**src/rtl/huffman_pkg.sv**
```systemverilog
// Symbol constants and prefix-code table shared by the Huffman encoder and decoder.
// Codes are stored left-aligned so the serializer always transmits bit [MAX_CODE_LEN-1].
package huffman_pkg;

   localparam int MAX_CODE_LEN = 4;

   localparam logic [2:0] SYM_NULL = 3'b000;
   localparam logic [2:0] SYM_A    = 3'b001;
   localparam logic [2:0] SYM_B    = 3'b010;
   localparam logic [2:0] SYM_C    = 3'b011;
   localparam logic [2:0] SYM_D    = 3'b100;
   localparam logic [2:0] SYM_E    = 3'b101;
   localparam logic [2:0] SYM_F    = 3'b110;
   localparam logic [2:0] SYM_INV  = 3'b111;

   typedef struct packed {
      logic [MAX_CODE_LEN-1:0] bits;
      logic [2:0]              len;
   } code_t;

   // A length of zero marks a symbol that has no codeword (NULL and 111).
   function automatic code_t code_of(input logic [2:0] sym);
      code_t c;
      c = '0;
      case (sym)
         SYM_A:   c = '{bits: 4'b0000, len: 3'd1};
         SYM_B:   c = '{bits: 4'b1010, len: 3'd3};
         SYM_C:   c = '{bits: 4'b1000, len: 3'd3};
         SYM_D:   c = '{bits: 4'b1110, len: 3'd3};
         SYM_E:   c = '{bits: 4'b1101, len: 3'd4};
         SYM_F:   c = '{bits: 4'b1100, len: 3'd4};
         default: c = '0;
      endcase
      return c;
   endfunction

endpackage

```
**src/rtl/huffman_sym_fifo.sv**
```systemverilog
// Symbol FIFO for the Huffman encoder: DEPTH entries of 3 bits, pointers wrap modulo DEPTH.
// Push on a full FIFO and pop on an empty FIFO are ignored.
module huffman_sym_fifo #(
   parameter int DEPTH = 4
) (
   input  logic                     clk,
   input  logic                     reset,
   input  logic                     push,
   input  logic                     pop,
   input  logic [2:0]               din,
   output logic [2:0]               dout,
   output logic                     full,
   output logic                     empty,
   output logic [$clog2(DEPTH):0]   count
);

   localparam int AW = $clog2(DEPTH);
   localparam logic [AW-1:0] PTR_ONE   = 1;
   localparam logic [AW:0]   CNT_ONE   = 1;
   localparam logic [AW:0]   FULL_CNT  = DEPTH;

   logic [2:0]    mem [DEPTH];
   logic [AW-1:0] wr_ptr;
   logic [AW-1:0] rd_ptr;
   logic          push_ok;
   logic          pop_ok;

   assign push_ok = push && !full;
   assign pop_ok  = pop && !empty;
   assign full    = (count == FULL_CNT);
   assign empty   = (count == '0);
   assign dout    = mem[rd_ptr];

   // NOTE: the storage array has no reset; count and pointers alone decide which entries are live.
   always_ff @(posedge clk) begin
      if (push_ok) mem[wr_ptr] <= din;
   end

   // NOTE: all sequential state uses non-blocking assignments so every register samples pre-edge values.
   always_ff @(posedge clk or posedge reset) begin
      if (reset) begin
         wr_ptr <= '0;
         rd_ptr <= '0;
         count  <= '0;
      end else begin
         if (push_ok) wr_ptr <= wr_ptr + PTR_ONE;
         if (pop_ok)  rd_ptr <= rd_ptr + PTR_ONE;
         if (push_ok && !pop_ok)      count <= count + CNT_ONE;
         else if (pop_ok && !push_ok) count <= count - CNT_ONE;
      end
   end

endmodule

```
**src/rtl/huffman_encoder.sv**
```systemverilog
// Huffman encoder: buffers 3-bit symbols and serializes their prefix codes MSB-first, one bit per clk.
// Optional saturating sym_count/bit_count statistics when HUFF_ENC_STATS_EN is defined.
module huffman_encoder
   import huffman_pkg::*;
#(
   parameter int DEPTH = 4,
   parameter int CNT_W = 16
) (
   input  logic             clk,
   input  logic             reset,
   input  logic [2:0]       sym_in,
   input  logic             sym_valid,
   output logic             sym_ready,
   output logic             bit_out,
   output logic             bit_valid,
   output logic             busy,
   output logic             err
`ifdef HUFF_ENC_STATS_EN
   ,
   output logic [CNT_W-1:0] sym_count,
   output logic [CNT_W-1:0] bit_count
`endif
);

   if ((DEPTH < 2) || ((DEPTH & (DEPTH - 1)) != 0)) begin : g_bad_depth
      $error("huffman_encoder: DEPTH must be a power of two >= 2");
   end
   if (CNT_W < 1) begin : g_bad_cnt_w
      $error("huffman_encoder: CNT_W must be >= 1");
   end

   typedef enum logic {IDLE, SHIFT} state_e;

   state_e                  state, state_n;
   logic [MAX_CODE_LEN-1:0] sh, sh_n;
   logic [2:0]              rem, rem_n;
   logic                    err_n;
   logic                    pop;
   logic                    load;
   code_t                   head;

   logic [2:0]              fifo_dout;
   logic                    fifo_full;
   logic                    fifo_empty;
   logic [$clog2(DEPTH):0]  fifo_count;

   assign sym_ready = !fifo_full;

   huffman_sym_fifo #(.DEPTH(DEPTH)) u_fifo (
      .clk   (clk),
      .reset (reset),
      .push  (sym_valid && sym_ready),
      .pop   (pop),
      .din   (sym_in),
      .dout  (fifo_dout),
      .full  (fifo_full),
      .empty (fifo_empty),
      .count (fifo_count)
   );

   assign head = code_of(fifo_dout);

   // NOTE: every signal driven here gets a default first, so no path can leave one unassigned and infer a latch.
   always_comb begin
      state_n = state;
      sh_n    = sh;
      rem_n   = rem;
      err_n   = 1'b0;
      pop     = 1'b0;
      load    = 1'b0;
      case (state)
         IDLE: begin
            if (!fifo_empty) begin
               pop   = 1'b1;
               load  = (head.len != 3'd0);
               err_n = (head.len == 3'd0);
            end
         end
         SHIFT: begin
            if (rem != 3'd0) begin
               sh_n  = {sh[MAX_CODE_LEN-2:0], 1'b0};
               rem_n = rem - 3'd1;
            end else begin
               // Last bit of the codeword: chain straight into the next entry if there is one.
               state_n = IDLE;
               sh_n    = '0;
               rem_n   = '0;
               if (!fifo_empty) begin
                  pop   = 1'b1;
                  load  = (head.len != 3'd0);
                  err_n = (head.len == 3'd0);
               end
            end
         end
         default: state_n = IDLE;
      endcase
      if (load) begin
         state_n = SHIFT;
         sh_n    = head.bits;
         rem_n   = head.len - 3'd1;
      end
   end

   always_ff @(posedge clk or posedge reset) begin
      if (reset) begin
         state <= IDLE;
         sh    <= '0;
         rem   <= '0;
         err   <= 1'b0;
      end else begin
         state <= state_n;
         sh    <= sh_n;
         rem   <= rem_n;
         err   <= err_n;
      end
   end

   // The shift register is cleared whenever the serializer idles, so bit_out is 0 in gaps.
   assign bit_out   = sh[MAX_CODE_LEN-1];
   assign bit_valid = (state == SHIFT);
   assign busy      = (fifo_count != '0) || (state == SHIFT);

`ifdef HUFF_ENC_STATS_EN
   localparam logic [CNT_W-1:0] STAT_ONE = 1;

   always_ff @(posedge clk or posedge reset) begin
      if (reset) begin
         sym_count <= '0;
         bit_count <= '0;
      end else begin
         if (load && (sym_count != '1))      sym_count <= sym_count + STAT_ONE;
         if (bit_valid && (bit_count != '1)) bit_count <= bit_count + STAT_ONE;
      end
   end
`endif

endmodule

```
**config.mk**
```make
export PLATFORM = sky130hd
export DESIGN_NAME = huffman_encoder
export DESIGN_NICKNAME = d
export VERILOG_FILES = /design/src/rtl/huffman_pkg.sv /design/src/rtl/huffman_sym_fifo.sv /design/src/rtl/huffman_encoder.sv
export SDC_FILE = /design/constraint.sdc
export NUM_CORES = 1
export LEC_CHECK = 0
export CELL_PAD_IN_SITES_DETAIL_PLACEMENT = 0
export CELL_PAD_IN_SITES_GLOBAL_PLACEMENT = 2
export CORE_MARGIN = 2
export CORE_UTILIZATION = 39
export DETAILED_ROUTE_END_ITERATION = 8
export PLACE_DENSITY = 0.87
export SLEW_MARGIN = 5
export SYNTH_ARGS = -nofsm -noshare
export SYNTH_HDL_FRONTEND = slang
export SYNTH_SLANG_ARGS = --single-unit
export TNS_END_PERCENT = 50
```
**constraint.sdc**
```tcl
create_clock -name clk -period 3.88 [get_ports clk]
set_input_delay 0.776 -clock clk [delete_from_list [all_inputs] [get_ports clk]]
set_output_delay 0.776 -clock clk [all_outputs]
set_load 0.005 [all_outputs]
```
## After elaboration in Yosys (flattened, before gate mapping)

Memory sizes are Yosys's and may differ from the RTL's.
Cells that the tools add are included.

- Bits in registers: 16
- Bits in latches: 0
- Bits in writable memories: 12
- ROM bits: 0
- Input port bits: 6
- Output and inout bits: 5
- Logic and storage cells: 62
- Memories: 1

- $add $sub $neg: 6
- Multiply operators: 0
- Divide/modulo/power cells: 0
- Order comparisons: 0
- Equality and inequality tests: 7
- Shifts and indexed selects: 0
- Mux-type cells: 23
- Bitwise logic cells: 1
- Reduce and logical (&&, ||, !) cells: 17

Memory list:

| memory | words | width | read ports | clocked after memory_dff | write ports | RTL line | source |
|---|---|---|---|---|---|---|---|
| u_fifo.mem | 4 | 3 | 1 | 0 | 1 | huffman_sym_fifo.sv:22 | `logic [2:0] mem [DEPTH];` |

Operators with widths:

| operator | number |
|---|---|
| $pmux W7 S6 | 1 |
| $mux W3 | 5 |
| $eq A3 B3 Y1 const B | 4 |
| $mux W4 | 3 |
| $mux W1 | 11 |
| $reduce_bool A3 Y1 | 3 |
| $sub A3 B1 Y3 const B | 3 |
| $eq A3 B2 Y1 const B | 2 |
| $logic_not A3 Y1 | 2 |
| $pmux W1 S2 | 3 |
| $logic_and A1 B1 Y1 | 5 |
| $add A2 B1 Y2 const B | 2 |
| $logic_not A1 Y1 | 4 |
| $reduce_bool A2 Y1 | 2 |
| $add A3 B1 Y3 const B | 1 |
| $eq A3 B1 Y1 const B | 1 |
| $logic_or A1 B1 Y1 | 1 |
| $not A1 Y1 | 1 |

## Depth between registers and ports, before layout

Gate-level depths: netlist of run 1.

- Depth after elaboration: 8
- Depth in mapped cells: 12
- Gate-level depth less buffers: 9

## Modules after synthesis

Synthesis of run 1 repeated with hierarchy kept, for this count alone.

- Cells, all modules: 125
- Area total of the unflattened synthesis: 1525.2 um2

By module, submodules not included:

| module | instances | cells an instance | area each (um2) | seq. area each (um2) |
|---|---|---|---|---|
| huffman_sym_fifo | 1 | 52 | 875.8 | 535.5 |
| huffman_encoder | 1 | 73 | 649.4 | 225.2 |

## Worst setup path after synthesis of run 1

Ideal clock, no wire load.

- Path type: reg-to-reg
- Start point: reg u_fifo.rd_ptr[0]
- End point: reg rem[1]
- Library setup time: 126 ps
- Data arrival time: 2638 ps
- Required time: 3754 ps
- Slack: 1116 ps
- Stages on the path, launching flop included: 12
- Path buffers: 3
- Period minus slack after synthesis: 2764 ps
- Cells stage by stage: dfrtp_1 > buf_6 > mux4_2 > buf_6 > o21a_1 > or2_1 > ha_1 > ha_1 > or2_2 > buf_4 > a211oi_1 > o21ai_0

- Longest elaborated chain between the ends: 8
- Elaborated cells on any way between the ends: 15
- Classes of those cells: add/sub: 1; eq/ne: 6; mux: 5; reduce/logical: 2; memory: 1

Ends and longest elaborated chain:

| what | RTL line | source |
|---|---|---|
| start: declaration | huffman_sym_fifo.sv:24 | `logic [AW-1:0] rd_ptr;` |
| start signal: assignment | huffman_sym_fifo.sv:47 | `if (pop_ok) rd_ptr <= rd_ptr + PTR_ONE;` |
| $mem_v2 Z4 W3 (*) | -- |  |
| $eq A3 B3 Y1, or another cell as far along | huffman_pkg.sv:25 | `case (sym)` |
| $pmux W7 S6 (*) | huffman_pkg.sv:25 |  |
| $reduce_bool A3 Y1 | huffman_encoder.sv:75, huffman_encoder.sv:90 |  |
| $mux W1 | huffman_encoder.sv:73, huffman_encoder.sv:88 |  |
| $mux W1 | huffman_encoder.sv:80 | `if (rem != 3'd0) begin` |
| $pmux W1 S2 | huffman_encoder.sv:71 | `case (state)` |
| $mux W3 / $reduce_bool A2 Y1 (equally long branches) | -- |  |
| end signal: assignment | huffman_encoder.sv:113 | `rem <= rem_n;` |
| end: declaration | huffman_encoder.sv:36 | `logic [2:0] rem, rem_n;` |

Every way passes the cells marked *; elsewhere a longest branch is shown, timed or not.
A chain may end at the register's enable or synchronous reset.

## Worst setup path after layout of run 1

Same ends and word-level chain as after synthesis.

==> results by group, run 1 <==
Synthesis
  • Yosys warns: 0
  • Post-synthesis average cell area: 11.8 sq um
  • Commonest cells post-synth: 16 x dfrtp_1, 14 x nand2_1, 12 x edfxtp_1, 7 x ha_1, 7 x inv_1
  • Register bit count reported by yosys: 28
  • Cell variety after synth: 35
  • Yosys top cell by area: dfrtp_1
  • Post-synth EDFFs: 12
  • Ranking of synthesized cells by area: dfrtp_1 28%, edfxtp_1 25%, ha_1 6.1%, mux4_2 4.7%, nand2_1 3.6%
  • Synth top area share: 0.277
  • Mapped Nets: around 140
  • Synthesized cell area: approximately 1400 sq um
  • Most common cell in the netlist: dfrtp_1
  • Post-synthesis async set-or-reset flop share: 0.571
  • Sequential area share after synthesis: 0.526
  • Post-synthesis cell count: roughly 120
  • Primary FF master, synth: dfrtp_1

Pwr
  • Sw frac: 0.416
  • Psw: a little under 0.0006 W
  • Pwr dens: between 800 and 900 nW/um^2
  • Total power: 0.00141 W
  • Register share of total power: 0.360
  • Logic pwr share: 0.526
  • Internal power: around 0.0008 W
  • Clk network pwr share: 0.115
  • Peak supply drop: about 0.00029 V
  • Leakage power: about 0.65 nW

Clock network
  • Clock transition at path regs: about 90 ps
  • Clock Tree Buf Depth: 2
  • CTS Hold Bufs: 0
  • Post-CTS Resized: 0
  • CTS HTree Levels: 1
  • Clock tree root driver cell: clkbuf_8
  • CTS tree: yes
  • Inserted Clock Buffers: 3
  • Setup Buffers After CTS: 0
  • Clk_lat worst skew: approximately 280 ps
  • Clock Sinks: 28

Die
  • Die Area: between 4000 and 5000 sq um
  • Row count: 22
  • Die span in x: 64.9 microns
  • Core Area: ~3600 sq um
  • Num ports: 11
  • Die extent in y: between 60 and 70 microns
  • Starting Density: 0.401

GRT
  • Antenna violations before repair: 0
  • Global-route wire length before repair: between 4 and 5 mm
  • Vias in the first global route: 987
  • Total Routing Usage GR: 0.139
  • Pin count of the biggest net entering global routing: 17
  • Aggregate global routing overflow: 0

STA
  • FMAX: 338 MHz
  • Clock Skew: between 5 and 6 ps
  • Slew Viols, Final: 0
  • Min cycle time layout: about 3000 ps
  • Final hold violations: 0
  • Hold WS: between 500 and 600 ps
  • Relative slew slack: 0.581
  • Final Cycle Share: 0.762
  • Worst Max-Slew Pin Slew: 623 ps
  • Setup_tns: 0 ps
  • RSZ-0062 raised after global routing: no
  • Endpoints failing setup: 0

Drt
  • Drt drc: 0
  • Post-DRT Antenna Nets: 0
  • Routed WL: between 2 and 2.5 mm
  • Vias: roughly 910
  • WL/cell: 13.8 microns
  • Initial DRC count: 55
  • Drt pass-1 iters: 4
  • Vias/cell: about 5.1

Worst setup path
  • Delay-heaviest family, CP: multiplexers
  • Critical path peak fanout: 11
  • Top cell by count, worst path: ha_1
  • CP endpoint kind: flop
  • Crit path launch type: flop
  • Worst path cell trace: mux4_2 -> o21a_1 -> or2_1 -> ha_1 -> ha_1 -> or2_2 -> a211oi_1 -> o21ai_0
  • CP Buf/Inv Count: 0
  • WP data required: 4040 ps
  • Crit path DAT: around 3100 ps
  • Worst path slowest cell: mux4_2
  • Crit-path max cell delay: 670 ps
  • WS Path Type: reg -> reg

Status
  • Status: completed

Final layout
  • Layout cells sized above 1: 0.0916
  • Fin nets: 146
  • Syn-to-layout area delta: 11.1%
  • Design area: ~1600 sq um
  • Filler cells: 343
  • Fin util: 0.445
  • N_diodes: 0

Place
  • GPL Wtd Cong: ~0.69
  • Port bufs: 10
  • Post-detail-place hpwl: ~1.9 mm
  • Area post-placement: ~1600 sq um

Run
  • Max capacitance violation total: 0

Hold path
  • HP Class: reg -> reg
==> flip-flops by register name, summed over array words and instances (netlist names) <==
register       count
u_fifo.count       3
u_fifo.rd_ptr      2
sh                 4
rem                3
u_fifo.mem        12
bit_valid          1
u_fifo.wr_ptr      2
err                1
==> layout make-up <==
class | count | area [sq um] | share of cell area
multi-input combinational | 82 | 613 | 0.382
sequential | 28 | 761 | 0.474
tap | 48 | 60.1 | 0.0374
clock inverter | 1 | 3.75 | 0.00234
clock buffer | 3 | 41.3 | 0.0257
timing repair buffer | 10 | 100 | 0.0624
inverter | 7 | 26.3 | 0.0164
==> per-layer routing <==
metal	share of wire	vias up	track usage
li1	-	455	-
met1	0.43	443	0.158
met2	0.53	11	0.247
met3	0.026	5	0.0260
met4	0.023	0	0.0718
met5	0	-	0
==> cells by family (layout without fill, tap and decap cells) <==
logic type,count (synthesis),after routing,share of synthesized area
AOI/OAI and AO/OA,21,21,0.0935
muxes,5,5,0.0623
buffers and inverters,12,21,0.0494
and+or+nand+nor,40,40,0.145
xor gates and xnor gates,8,8,0.0485
DFF,28,28,0.526
adders and majority gates,8,8,0.0745
==> worst paths after layout <==
path	depth (start not counted)	slack, ps	endpoint	from
max in group asynchronous	2	2610	bit_valid	reset
max reg2reg	8	920	rem[1]	u_fifo.rd_ptr[0]
max	8	920	rem[1]	u_fifo.rd_ptr[0]
min	1	510	u_fifo.count[2]	u_fifo.count[2]
min in group asynchronous	2	870	u_fifo.rd_ptr[0]	reset
min reg2reg	1	510	u_fifo.count[2]	u_fifo.count[2]
==> power groups by stage <==
stage	clock network, W	logic [W]	registers [W]
floorplan	0	0.000647	0.000481
global route	0.000183	0.000845	0.000525
detailed placement	0	0.000750	0.000516
global placement	0	0.000728	0.000508
CTS	0.000167	0.000754	0.000509
finish	0.000161	0.000740	0.000506
==> through the flow <==
step | std cells | setup WS (ps)
global route | 179 | 736
global placement | 175 | 1010
floorplan | 122 | 1120
finish | 179 | 922
CTS | 179 | 913
detailed placement | 175 | 938
==> cell usage in the layout (no fill, tap or decap), types with 4 or more instances in the layout <==
cell type / count
nor2_1: 4
o211ai_1: 4
inv_1: 7
and3_1: 5
nor3_1: 4
clkdlybuf4s50_1: 10
xor2_1: 5
ha_1: 7
a21oi_1: 6
edfxtp_1: 12
nand2_1: 14
dfrtp_1: 16
==> worst reg2reg max path: stages (launching register included) <==
cell and delay [ps]:
dfrtp_1 500, mux4_2 670, o21a_1 250, or2_1 230
ha_1 200, ha_1 230, or2_2 400, a211oi_1 260
o21ai_0 110
(Power assumes the default switching activity.)
==> run 2: changes to the inputs <==
==> constraint.sdc (replaced) <==
create_clock -name clk -period 3.1 [get_ports clk]
set_input_delay 0.62 -clock clk [delete_from_list [all_inputs] [get_ports clk]]
set_output_delay 0.62 -clock clk [all_outputs]
set_load 0.005 [all_outputs]
==> results by group, run 2 (synthesis results as in run 1) <==
Die
  • Core Area: 3610 sq um (unchanged)
  • Die span in x: 64.9 microns (unchanged)
  • Starting Density: 0.401 (unchanged)
  • Row count: 22 (unchanged)
  • Num ports: 11 (unchanged)
  • Die extent in y: 64.9 microns (unchanged)
  • Die Area: 4210 sq um (unchanged)

Pwr
  • Logic pwr share: 0.504 (-0.022)
  • Pwr dens: 1140 nW/um^2 (+29%)
  • Internal power: 0.00112 W (+37%)
  • Sw frac: 0.396 (-0.0192)
  • Leakage power: 0.664 nW (+2.5%)
  • Psw: 0.000738 W (+26%)
  • Clk network pwr share: 0.155 (+0.040)
  • Register share of total power: 0.341 (-0.019)
  • Peak supply drop: 0.000500 V (+71%)

Clock network
  • CTS tree: yes
  • Clk_lat worst skew: 270 ps (about the same)
  • Clock Sinks: 28 (unchanged)
  • Clock tree root driver cell: clkbuf_8
  • Clock transition at path regs: 100 ps (about the same)
  • CTS HTree Levels: 1 (unchanged)
  • Inserted Clock Buffers: 3 (unchanged)
  • CTS Hold Bufs: 0 (unchanged)
  • Clock Tree Buf Depth: 2 (unchanged)

Run
  • Max capacitance violation total: 0 (unchanged)

GRT
  • Antenna violations before repair: 0 (unchanged)
  • Aggregate global routing overflow: 0 (unchanged)
  • Grt peak-use layer: met2
  • Met3 Track Usage GR: 0.0260 (unchanged)
  • Total Routing Usage GR: 0.134 (-0.00582)
  • GR Layer Usage met1: 0.160 (+0.00135)
  • Pin count of the biggest net entering global routing: 17 (unchanged)
  • Global-route wire length before repair: 4.35 mm (-0.93%)
  • Vias in the first global route: 956 (-3.1%)
  • Met2 usage: 0.249 (+0.00129)

Worst setup path
  • Crit path DAT: 3010 ps (-110 ps)
  • CP endpoint kind: flop
  • Worst path cell trace: mux4_2 -> o21a_1 -> or2_1 -> ha_1 -> ha_1 -> or2_2 -> a211oi_1 -> o21ai_0
  • Reg-to-reg slack, setup: 240 ps (-680 ps)
  • Critical path peak fanout: 8 (-3)
  • Crit-path max cell delay: 620 ps (-50 ps)
  • WP data required: 3250 ps (-790 ps)
  • Crit path launch type: flop
  • Top cell by count, worst path: ha_1
  • CP Buf/Inv Count: 0 (unchanged)
  • WS Path Type: reg -> reg
  • Worst path slowest cell: mux4_2
  • Delay-heaviest family, CP: multiplexers

STA
  • Setup_tns: 0 ps (unchanged)
  • Clock Skew: 5.65 ps (+0.0430 ps)
  • RSZ-0062 raised after global routing: no
  • Slew Viols, Final: 0 (unchanged)
  • Min cycle time layout: 2860 ps (-100 ps)
  • Relative slew slack: 0.571 (-0.0100)
  • Final Cycle Share: 0.922 (+0.160)
  • Worst Max-Slew Pin Slew: 638 ps (+14.9 ps)
  • FMAX: 350 MHz (+3.5%)
  • Final hold violations: 0 (unchanged)
  • Final worst slack: 242 ps (-680 ps)
  • Endpoints failing setup: 0 (unchanged)

Final layout
  • Most flops, register: u_fifo.mem
  • N_diodes: 0 (unchanged)
  • Filler cells: 345 (+0.58%)
  • Syn-to-layout area delta: 13.5%
  • Fin util: 0.455 (+0.00972)
  • Layout cells sized above 1: 0.114 (+0.0220)
  • Max FFs per register: 12 (unchanged)
  • Most frequent cells in the layout: 15 x dfrtp_1, 14 x nand2_1, 12 x edfxtp_1, 10 x clkdlybuf4s50_1
  • Most common cell after layout, fill and taps aside: dfrtp_1
  • Fin nets: 147 (+0.68%)
  • Top flop regs: u_fifo.mem x12, sh x4

Drt
  • Vias/cell: 5.18 (+1.4%)
  • Initial DRC count: 76 (+38%)
  • Routed WL: 2.54 mm (+2.5%)
  • Drt pass-1 iters: 4 (unchanged)
  • Vias: 932 (+2.0%)
  • Post-DRT Antenna Nets: 0 (unchanged)
  • Drt drc: 0 (unchanged)
  • WL/cell: 14.1 microns (+2.0%)

Place
  • Post-detail-place hpwl: 1.98 mm (+4.7%)
  • Port bufs: 10 (unchanged)
  • GPL Wtd Cong: 0.744 (+7.4%)
  • Post-Place Setup Slack: 169 ps (-769 ps)

Status
  • Status: completed

Hold path
  • HP Class: reg -> reg
-- run 2: final cells by class --
class | count | area (sq um) | share of cell area
Clock inverter | 1 | 30.0 | 0.0183
Timing Repair Buffer | 11 | 108 | 0.0656
Tap cell | 48 | 60.1 | 0.0366
Multi-Input combinational cell | 82 | 613 | 0.374
Clock buffer | 3 | 41.3 | 0.0252
Inverter | 7 | 26.3 | 0.0160
Sequential cell | 28 | 762 | 0.465
-- run 2: path summary, 6_finish.rpt --
kind | cells after the start | from | endpoint
setup / recovery | 8 | u_fifo.rd_ptr[0] | rem[1]
hold / removal | 1 | u_fifo.count[2] | u_fifo.count[2]
setup reg to reg | 8 | u_fifo.rd_ptr[0] | rem[1]
hold reg to reg | 1 | u_fifo.count[2] | u_fifo.count[2]
max in group asynchronous | 2 | reset | u_fifo.rd_ptr[0]
min in group asynchronous | 2 | reset | sh[2]
-- run 2: power groups by stage --
stage / logic, W / registers, W / clock network (W)
finish: 0.000939 / 0.000636 / 0.000288
global route: 0.00108 / 0.000659 / 0.000312
CTS: 0.000959 / 0.000638 / 0.000291
detailed placement: 0.000950 / 0.000648 / 0
global placement: 0.000922 / 0.000636 / 0
floorplan: 0.000810 / 0.000602 / 0
-- run 2: what timing repair did --
action                                  4_1_cts  5_1_grt
endpoints found under the setup margin        0        2
gates resized for setup                       0        1
setup buffers                                 0        0
-- run 2: layer usage --
layer | vias to the layer above | routed length [microns]
li1 | 458 | -
met1 | 460 | 1080
met2 | 12 | 1380
met3 | 2 | 63
met4 | 0 | 11
met5 | - | 0
-- run 2: worst reg2reg max path: stages, from the launching register on --
cell	delay, ps
dfrtp_2	450
mux4_2	620
o21a_1	230
or2_1	230
ha_1	200
ha_1	230
or2_2	390
a211oi_1	270
o21ai_0	120
-- run 2: through the flow --
| stage | total power, W | hold slack [ps] | instance area [sq um] | std cells |
|---|---|---|---|---|
| floorplan | 0.00141 | 464 | 1450 | 122 |
| global placement | 0.00156 | 481 | 1570 | 176 |
| detailed placement | 0.00160 | 511 | 1570 | 176 |
| CTS | 0.00189 | 528 | 1640 | 180 |
| global route | 0.00205 | 551 | 1640 | 180 |
| finish | 0.00186 | 523 | 1640 | 180 |
==> run 3: changes to the inputs <==
--- a/config.mk
+++ b/config.mk
@@ -10,9 +10,10 @@
 export CORE_MARGIN = 2
 export CORE_UTILIZATION = 39
 export DETAILED_ROUTE_END_ITERATION = 8
-export PLACE_DENSITY = 0.87
+export PLACE_DENSITY = 0.86
 export SLEW_MARGIN = 5
 export SYNTH_ARGS = -nofsm -noshare
 export SYNTH_HDL_FRONTEND = slang
+export SYNTH_HIERARCHICAL = 1
 export SYNTH_SLANG_ARGS = --single-unit
 export TNS_END_PERCENT = 50
==> results by group, run 3 <==
Status
  • Status: completed

STA
  • Endpoints failing setup: 0 (unchanged)
  • Slew Viols, Final: 0 (unchanged)
  • Worst Max-Slew Pin Slew: 546 ps (-92.0 ps)
  • Final Cycle Share: 0.889 (-0.0325)
  • Setup_tns: 0 ps (unchanged)
  • Clock Skew: 3.72 ps (-1.93 ps)
  • Relative slew slack: 0.633 (+0.0618)
  • RSZ-0062 raised after global routing: no
  • Min cycle time layout: 2760 ps (-101 ps)
  • FMAX: 363 MHz (+3.7%)
  • Final hold violations: 0 (unchanged)

Drt
  • Vias/cell: 4.95 (-4.5%)
  • Met3 wire len: 79 microns (+25%)
  • Drt drc: 0 (unchanged)
  • Post-DRT Antenna Nets: 0 (unchanged)
  • Routed WL: 2.47 mm (-2.4%)
  • Drt pass-1 iters: 4 (unchanged)
  • Metal2 WL: 1.21 mm (-12%)
  • WL/cell: 13.5 microns (-4.0%)
  • Vias: 905 (-2.9%)
  • Initial DRC count: 60 (-21%)
  • Highest routed layer: met4
  • Met1 Routed Length: 1.16 mm (+7.1%)

Final layout
  • Top flop regs: u_fifo/mem x12, sh x4
  • Most common cell after layout, fill and taps aside: dfrtp_1
  • Max FFs per register: 12 (unchanged)
  • Fin cells: 183 (+1.7%)
  • Layout cells sized above 1: 0.178 (+0.0641)
  • Fin nets: 152 (+3.4%)
  • Most flops, register: u_fifo/mem
  • N_diodes: 0 (unchanged)
  • Syn-to-layout area delta: 13.4%
  • Most frequent cells in the layout: 16 x dfrtp_1, 12 x edfxtp_1, 10 x inv_1, 10 x clkdlybuf4s50_1, 9 x ha_1

Synthesis
  • Primary FF master, synth: dfrtp_1
  • Most common cell in the netlist: dfrtp_1
  • Register bit count reported by yosys: 28 (unchanged)
  • Sequential area share after synthesis: 0.499 (-0.0276)
  • Cell variety after synth: 40 (+14%)
  • Post-synthesis average cell area: 12.2 sq um (+3.0%)
  • Post-synthesis cell count: 125 (+2.5%)
  • Synthesized cell area: 1530 sq um (+5.5%)
  • Mapped Nets: 141 (+3.7%)
  • Yosys top cell by area: dfrtp_1
  • Ranking of synthesized cells by area: dfrtp_1 26%, edfxtp_1 24%, ha_1 7.4%, mux4_2 4.4%, mux2i_1 2.6%
  • Commonest cells post-synth: 16 x dfrtp_1, 12 x edfxtp_1, 10 x inv_1, 9 x ha_1, 8 x nand2_1
  • Post-synthesis async set-or-reset flop share: 0.571 (unchanged)
  • Synth top area share: 0.263 (-0.0145)
  • Post-synth EDFFs: 12 (unchanged)
  • Yosys warns: 6 (+6)

GRT
  • Pin count of the biggest net entering global routing: 17 (unchanged)
  • Total Routing Usage GR: 0.132 (-0.00155)
  • Antenna violations before repair: 0 (unchanged)
  • Vias in the first global route: 922 (-3.6%)
  • Global-route wire length before repair: 4.33 mm (-0.32%)
  • Aggregate global routing overflow: 0 (unchanged)

Pwr
  • Peak supply drop: 0.000499 V (-0.27%)
  • Leakage power: 0.741 nW (+11%)
  • Pwr dens: 1180 nW/um^2 (+3.5%)

Worst setup path
  • WP data required: 3300 ps (+50 ps)
  • Crit-path max cell delay: 620 ps (about the same)
  • WS Path Type: reg -> reg
  • Critical path peak fanout: 10 (+2)
  • Top cell by count, worst path: ha_1
  • R2R depth: 9 (+1)
  • CP startpoint: u_fifo/rd_ptr[0]
  • Delay-heaviest family, CP: multiplexers
  • Crit path launch type: flop
  • Reg-to-reg slack, setup: 340 ps (+100 ps)
  • Worst path slowest cell: mux4_2
  • CP endpoint kind: flop
  • Crit path DAT: 2950 ps (-60 ps)
  • CP Depth: 9 (+1)
  • CP Buf/Inv Count: 0 (unchanged)
  • Reg-to-reg critical path endpoint: rem[1]
  • Reg2reg start: u_fifo/rd_ptr[0]
  • Crit path capture: rem[1]
  • Worst path cell trace: mux4_2 -> and2b_4 -> a21oi_1 -> ha_1 -> ha_1 -> or2_4 -> a211oi_2 -> o22ai_1 -> mux2i_1

Die
  • Die extent in y: 66.5 microns (+2.6%)
  • Num ports: 11 (unchanged)
  • Row count: 22 (unchanged)
  • Starting Density: 0.410 (+0.00967)
  • Die span in x: 66.5 microns (+2.6%)
  • Core Area: 3720 sq um (+3.1%)
  • Die Area: 4430 sq um (+5.2%)

Clock network
  • Inserted Clock Buffers: 3 (unchanged)
  • Clock Sinks: 28 (unchanged)
  • Clock Tree Buf Depth: 2 (unchanged)
  • Clock tree root driver cell: clkbuf_8
  • CTS tree: yes
  • Clk_lat worst skew: 270 ps (about the same)
  • CTS HTree Levels: 1 (unchanged)
  • Setup Buffers After CTS: 0 (unchanged)
  • Clock transition at path regs: 90 ps (about the same)

Place
  • Cell count after placement: 179 (+1.7%)
  • Port bufs: 10 (unchanged)
  • Post-detail-place hpwl: 1.91 mm (-3.5%)
  • GPL Wtd Cong: 0.735 (-1.2%)

Run
  • Max capacitance violation total: 0 (unchanged)

Hold path
  • HP Class: reg -> reg
==> run 3: cell count changes after synthesis, sizes merged, moves of 3 or more <==
cell / before / now
and3: 5 / 2
inv: 7 / 10
mux2i: 0 / 4
o211ai: 4 / 0
and2: 2 / 5
nor3: 6 / 2
nand2: 14 / 8
nor2: 4 / 8
==> run 3: cells by family (layout without fill, tap and decap cells) <==
| family | after synthesis | in the layout | share of synthesized area |
|---|---|---|---|
| compound gates | 17 | 17 | 0.0812 |
| xor+xnor | 8 | 8 | 0.0459 |
| fa+ha+maj | 10 | 10 | 0.0870 |
| buf+inv | 15 | 25 | 0.0492 |
| flops | 28 | 28 | 0.499 |
| mux | 9 | 9 | 0.0878 |
| simple gates | 38 | 38 | 0.150 |
==> run 3: worst min path at each step <==
stage	from	end	slack, ps	cells after the start
final	u_fifo/count[2]	u_fifo/count[2]	540	1
after floorplan	reset	u_fifo/count[0]	420	1
after CTS	u_fifo/count[2]	u_fifo/count[2]	540	1
after global routing	u_fifo/count[2]	u_fifo/count[2]	560	1
after global placement	u_fifo/count[2]	u_fifo/count[2]	510	1
after detailed placement	u_fifo/count[2]	u_fifo/count[2]	520	1
==> run 3: timing repair <==
action,4_1_cts,5_1_grt
setup endpoints to repair,0,1
hold buffers,0,0
gates resized for setup,0,1
==> run 3: metrics by stage <==
step / power [W] / setup WS (ps) / hold slack, ps / area [sq um] / util
4_1_cts: 0.00204 / 222 / 541 / 1730 / 0.465
6_report: 0.00203 / 343 / 543 / 1730 / 0.465
3_3_place_gp: 0.00173 / 323 / 514 / 1660 / 0.445
5_1_grt: 0.00224 / 140 / 563 / 1730 / 0.465
3_5_place_dp: 0.00175 / 248 / 521 / 1660 / 0.445
2_1_floorplan: 0.00155 / 505 / 423 / 1530 / -
==> run 3: power breakdown <==
part           internal [W]  leakage, nW  switching [W]
logic              0.000528        0.400       0.000577
registers          0.000522        0.305       0.000123
clock network      0.000173       0.0357       0.000109
total               0.00122        0.741       0.000810
==> run 3: area by class of cell <==
cell class	count	area, sq um
fill	349	1990
clock buffer	3	41.3
inverter	10	37.5
sequential	28	761
multi-input combinational	82	692
clock inverter	1	30.0
tap	48	60.1
timing repair buffer	11	108
==> run 3: per-layer routing <==
layer | global-route usage | vias up
met2 | 0.220 | 11
met3 | 0.0253 | 2
met4 | 0.0536 | 0
met1 | 0.168 | 439
li1 | - | 453
met5 | 0 | -
